===== config.mk =====
export PLATFORM = sky130hd
export DESIGN_NAME = seq_controller
export DESIGN_NICKNAME = d
export VERILOG_FILES = /design/src/rtl/seq_controller.sv
export SDC_FILE = /design/constraint.sdc
export NUM_CORES = 1
export LEC_CHECK = 0
export BUFFER_PORTS_ARGS = -buffer_cell sky130_fd_sc_hd__buf_2
export CORE_AREA = 5 5 42 44
export DETAILED_ROUTE_END_ITERATION = 6
export DIE_AREA = 0 0 47 49
export GPL_TIMING_DRIVEN = 0
export RECOVER_POWER = 25
export SLEW_MARGIN = 20
export SYNTH_ARGS = -nofsm -noshare
export SYNTH_HDL_FRONTEND = slang
export SYNTH_SLANG_ARGS = --single-unit

===== constraint.sdc =====
create_clock -name clk -period 1.5 [get_ports clk]
set_input_delay 0.075 -clock clk [delete_from_list [all_inputs] [get_ports clk]]
set_output_delay 0.075 -clock clk [all_outputs]
set_load 0.05 [all_outputs]

===== src/rtl/seq_controller.sv =====
// Instruction sequencer for a simple accumulator CPU.
// Walks every instruction through eight phases and decodes the datapath
// control strobes from the current phase, opcode and ALU zero flag.
// With STICKY_HALT=1 an HLT instruction parks the sequencer in phase 4
// until cont is pulsed; with STICKY_HALT=0 halt is a one-phase pulse.
//
// Ports:
//   clk      in   system clock, rising edge
//   rst_n    in   asynchronous active-low reset
//   opcode   in   [2:0] IR opcode field (HLT..JMP)
//   is_zero  in   accumulator == 0
//   cont     in   resume request while halted
//   sel      out  address mux: 1 = PC, 0 = IR operand
//   rd       out  memory read enable
//   ld_ir    out  instruction register load
//   inc_pc   out  program counter increment
//   ld_pc    out  program counter load (jump)
//   data_e   out  accumulator drives data bus
//   ld_ac    out  accumulator load from ALU result
//   wr       out  memory write strobe
//   halt     out  halted / halt pulse
//   phase    out  [2:0] current phase, debug
module seq_controller #(
    parameter bit STICKY_HALT = 1'b1
) (
    input  logic       clk,
    input  logic       rst_n,
    input  logic [2:0] opcode,
    input  logic       is_zero,
    input  logic       cont,
    output logic       sel,
    output logic       rd,
    output logic       ld_ir,
    output logic       inc_pc,
    output logic       ld_pc,
    output logic       data_e,
    output logic       ld_ac,
    output logic       wr,
    output logic       halt,
    output logic [2:0] phase
);

    typedef enum logic [2:0] {
        PH_INST_ADDR  = 3'd0,
        PH_INST_FETCH = 3'd1,
        PH_INST_LOAD  = 3'd2,
        PH_IDLE       = 3'd3,
        PH_OP_ADDR    = 3'd4,
        PH_OP_FETCH   = 3'd5,
        PH_ALU_OP     = 3'd6,
        PH_STORE      = 3'd7
    } phase_e;

    localparam logic [2:0] OP_HLT = 3'd0;
    localparam logic [2:0] OP_SKZ = 3'd1;
    localparam logic [2:0] OP_ADD = 3'd2;
    localparam logic [2:0] OP_AND = 3'd3;
    localparam logic [2:0] OP_XOR = 3'd4;
    localparam logic [2:0] OP_LDA = 3'd5;
    localparam logic [2:0] OP_STO = 3'd6;
    localparam logic [2:0] OP_JMP = 3'd7;

    phase_e phase_q, phase_d;
    logic   halted_q, halted_d;
    logic   aluop_c;

    // State register
    always_ff @(posedge clk or negedge rst_n) begin
        if (!rst_n) begin
            phase_q  <= PH_INST_ADDR;
            halted_q <= 1'b0;
        end else begin
            phase_q  <= phase_d;
            halted_q <= halted_d;
        end
    end

    // Next phase: free-running wrap, parked in phase 4 while halted
    always_comb begin
        phase_d  = phase_q;
        halted_d = halted_q;
        if (halted_q) begin
            if (cont) begin
                halted_d = 1'b0;
                phase_d  = PH_OP_FETCH;
            end
        end else if (STICKY_HALT && phase_q == PH_OP_ADDR && opcode == OP_HLT) begin
            halted_d = 1'b1;
        end else begin
            phase_d = phase_e'(3'(phase_q) + 3'd1);
        end
    end

    assign aluop_c = (opcode == OP_ADD) || (opcode == OP_AND) ||
                     (opcode == OP_XOR) || (opcode == OP_LDA);

    // Control decode; opcode only matters in the operand half (phases 4-7)
    always_comb begin
        sel    = 1'b0;
        rd     = 1'b0;
        ld_ir  = 1'b0;
        inc_pc = 1'b0;
        ld_pc  = 1'b0;
        data_e = 1'b0;
        ld_ac  = 1'b0;
        wr     = 1'b0;
        halt   = 1'b0;
        if (halted_q) begin
            halt = 1'b1;
        end else begin
            case (phase_q)
                PH_INST_ADDR: begin
                    sel = 1'b1;
                end
                PH_INST_FETCH: begin
                    sel = 1'b1;
                    rd  = 1'b1;
                end
                PH_INST_LOAD, PH_IDLE: begin
                    sel   = 1'b1;
                    rd    = 1'b1;
                    ld_ir = 1'b1;
                end
                PH_OP_ADDR: begin
                    inc_pc = 1'b1;
                    halt   = (opcode == OP_HLT);
                end
                PH_OP_FETCH: begin
                    rd = aluop_c;
                end
                PH_ALU_OP: begin
                    rd     = aluop_c;
                    inc_pc = (opcode == OP_SKZ) && is_zero;
                    ld_pc  = (opcode == OP_JMP);
                    data_e = (opcode == OP_STO);
                end
                PH_STORE: begin
                    rd     = aluop_c;
                    ld_ac  = aluop_c;
                    ld_pc  = (opcode == OP_JMP);
                    data_e = (opcode == OP_STO);
                    wr     = (opcode == OP_STO);
                end
            endcase
        end
    end

    assign phase = 3'(phase_q);

endmodule


; After elaboration in Yosys (flattened, before gate mapping)
; Cells that the tools add are included.
[word_totals]
register_bits = 4
[classes]
n_eq_ne = 16
n_addsub = 1
n_reduce_logical = 13
muxes = 24
[op_table]
columns = operator, n
row1 = $eq 3x3->1 const B, 8
row2 = $mux 1, 19
row3 = $eq 3x2->1 const B, 4
row4 = $mux 3, 3
row5 = $eq 3x1->1 const B, 2
row6 = $logic_not 3->1, 2
row7 = $reduce_or 3->1, 2
row8 = $ne 2x2->1 const B, 2
row9 = $pmux 1 s2, 2
row10 = $reduce_or 2->1, 2
row11 = $reduce_or 4->1, 1
row12 = $add 3x1->3 const B, 1
row13 = $logic_or 1x1->1, 3
row14 = $logic_and 1x1->1, 2
row15 = $reduce_and 2->1, 1

; Depth between registers and ports, before layout
[logic_depth]
word_depth = 6
depth_mapped = 5
depth_no_buf = 5

; Least setup slack after synthesis
; OpenSTA, ideal clock, no wires.
[synth_timing]
path_type = reg-to-output
startpoint = register phase_q[0], in the netlist phase[0]
endpoint = output inc_pc
required_ns = 1.425
setup_slack_ns = -1.167
t_arrival_ns = 2.592
path_buffers = 0
stages_incl_launch_ff = 5
path_cell_list = dfrtp_1 > inv_1 > ha_1 > a41oi_1 > nor4_1
[synth_between]
elab_chain_cells = 3
elab_cells_between_ends = 4
cone_classes = 2 x eq/ne / 2 x mux
[synth_rtl]
columns = element, line_no
row1 = start: declaration, 63  ; phase_e phase_q, phase_d;
row2 = start signal: assignment, 73  ; phase_q <= phase_d;
row3 = $eq 3x3->1, 111  ; case (phase_q)
row4 = $pmux 1 s2 (*), 111
row5 = $mux 1 (*), 108  ; if (halted_q) begin
row6 = end: declaration, 34  ; output logic inc_pc,
; Every way passes the cells marked *; elsewhere a longest branch is shown, timed or not.

; Worst setup path after layout
[layout_timing]
startpoint = register phase_q[0], in the netlist phase[0]
endpoint = output sel
[layout_between]
elab_chain_cells = 4
elab_cells_between_ends = 7
cone_classes = 3 x eq/ne / 2 x mux / 2 x reduce/logical
[layout_rtl]
columns = element, line_no
row1 = "$eq 3x2->1, or another cell as far along", 111
row2 = $reduce_or 4->1 (no line) (*), -
row3 = $mux 1 (*), 111
row4 = $mux 1 (*), 108
row5 = end: declaration, 31  ; output logic sel,
; Marks and branches as above.

==> out/summary.txt <==
Worst skew pair latency - 0.23 ns
Top-count cell post-synth - ha_1
Final Hold Fails - 0
Avg Vias per Cell - 5.14
Minimum clock period - 1.76 ns
Die height - 49 um
Pin count of the biggest net entering global routing - 9
Avg Inst Size Synth - 8.63 sq um
Synth top area share - 23.7%
Synth Cell Area - 423 sq um
Required time worst endpoint - 1.42 ns
CP peak stage delay - 0.52 ns
Post-synth top area cell - dfrtp_1
Crit start category - register
Final period util - 117%
Endpoint type of the worst setup path - output port
Top delay family on crit path - flip-flops
Layout Skew - 0.00626 ns
Diode count - 0
Reg2reg path depth - 7
Pre-Repair DR Iteration Count - 3
Critical path, cell by cell - ha_2 > or3_4 > a21oi_4 > nor2_4 > buf_6
Arrival @ worst endpoint - 1.68 ns
Synth area leaders - dfrtp_1 (24%), ha_1 (18%), nor3b_1 (5.3%), o31ai_4 (5.0%), a21oi_1 (4.7%)
Nets - 95
Outcome - finished with violations
CTS Buffer Depth - 2
Worst min-delay path class - in -> async
Endpoints failing setup - 9
Max Cap Violations - 0
Register area - 106 sq um
Final max-slew violation count - 0
Clock sink total - 4
Synth cell count leaders - ha_1 (6), nor2_1 (5), a21oi_1 (4), dfrtp_1 (4)
CTS clk-pin slew, worst paths - 0.04 ns
DR top layer - met4
Overall routing resource usage - 13.0%
RR Endpoint - phase[2]
Worst setup margin - -0.259 ns
Layout cell share with drive strength beyond 1 - 80.2%
Layout area overhead - 118%
EDFF count, synth - 0
# DRC - 0
R2R Path Start - phase[0]
Initial antenna violation count - 0
CP max FO - 5
Crit Path Category - reg -> out
CTS tree - done
Antenna-violating nets left - 0
Post-DP HPWL - 885 um
YS warnings - 0
Layout Utilization - 65.8%
Fmax - 0.569 GHz
Met3 WL - 72 um
Starting density of the core - 30.2%
FP Rows - 14
Synthesized Nets - 62
Filler cells - 117
Die W - 47 um
Num CTS Buffers - 3
Grt total ovfl - 0
Fin cells - 97
# IOs - 19
Post-synth ARST share - 100%
Top FF cell, synth - dfrtp_1
Met2 WL - 729 um
Placer Congestion - 0.752
Count of unique library cells instantiated by Yosys - 26
#FFs+latches synth - 4
Vias in the first global route - 512
CTS H-tree depth - 1
Failing checks - negative setup slack
RSZ-0062 raised after global routing - true
Area occupied by multi-input gates - 518 sq um
Initial DRC Count - 8
Register area share after synthesis - 23.7%
Cells after synthesis - 49
Core area - 1400 sq um
DRT Wirelength - 1.32 mm
Slew margin rel. - 77.3%
Worst path buffer plus inverter count - 1
TNS Setup - -1.49 ns
Wire per inst - 13.6 um
Placed insts - 83
Global-route wire length before repair - 2.25 mm
Worst-margin pin slew - 0.339 ns
Post-Route M1 WL - 499 um
# port buffers - 18
Slowest stage cell, crit path - dfrtp_4
Die area - 2300 sq um
CTS root buf - clkbuf_4
Via Count - 499
Worst R2R Setup Slack - 0.03 ns
worst max-delay path by stage:
| stage | end | cells after the start | startpoint | slack (ns) |
|---|---|---|---|---|
| 3_3_place_gp | sel | 6 | phase[0] | -0.17 |
| 4_1_cts | rd | 6 | phase[0] | -0.29 |
| 5_1_grt | sel | 6 | phase[0] | -0.31 |
| 6_report | sel | 5 | phase[0] | -0.26 |
| 2_1_floorplan | inc_pc | 4 | phase[0] | -0.15 |
| 3_5_place_dp | sel | 6 | phase[0] | -0.19 |
flip-flops by register name, summed over array words and instances (netlist names):
name / cells
phase: 3
halted_q: 1
worst register-to-register path, delay by kind of cell, from the launching register on:
kind | cells | cell delay, ns
buf+inv | 3 | 0.36
simple gates | 2 | 0.22
compound gates | 1 | 0.16
flops | 1 | 0.52
fa+ha+maj | 1 | 0.13
layout by cell type (no fill, tap or decap), drive strengths merged, types with 2 or more instances in the layout:
cell / Yosys / layout
dfrtp: 4 / 4
o211ai: 2 / 2
a21oi: 4 / 4
nand2b: 2 / 2
nor2: 5 / 5
buf: 1 / 27
inv: 4 / 4
nor3: 2 / 2
nor3b: 4 / 4
clkbuf: 0 / 5
ha: 6 / 6
nand2: 2 / 2
cell families after synthesis:
kind of cell	count (synthesis)	synth area share (%)
flip-flops	4	23.7
adder cells (fa/ha/maj)	6	17.8
AO/OA/AOI/OAI	12	22.2
XOR/XNOR	1	2.07
AND/OR/NAND/NOR	21	29.6
buffers and inverters	5	4.73
final cells by class:
cell class | instances | area share [%]
plain buffers | 1 | 0.814
clock buffers | 4 | 2.85
inverters | 4 | 2.44
multi-input cells | 40 | 56.2
flip-flops and latches | 4 | 11.5
well taps | 16 | 2.17
repair buffers | 28 | 24.0
metal layers:
metal,vias to the layer above,GRT usage (%)
met5,-,0
met4,0,4.15
met3,2,1.48
met2,13,23.5
met1,236,14.9
li1,248,-
what timing repair did:
item / 4_1_cts / 5_1_grt
hold endpoints to repair: 4 / 0
resized for setup: 32 / 6
pin swaps: 2 / 9
setup buffers: 4 / 5
setup endpoints to repair: 9 / 9
hold buffers: 1 / 0
metrics by stage:
| step | setup slack (ns) | area, sq um | hold WS [ns] |
|---|---|---|---|
| finish | -0.259 | 922 | 0.199 |
| CTS | -0.291 | 851 | 0.164 |
| floorplan | -0.151 | 559 | -0.221 |
| global route | -0.313 | 922 | 0.218 |
| detailed placement | -0.188 | 669 | -0.118 |
| global placement | -0.173 | 669 | -0.118 |
Power is not shown: default switching activity piles up to over one toggle a cycle in this logic, so the estimate is an artifact.
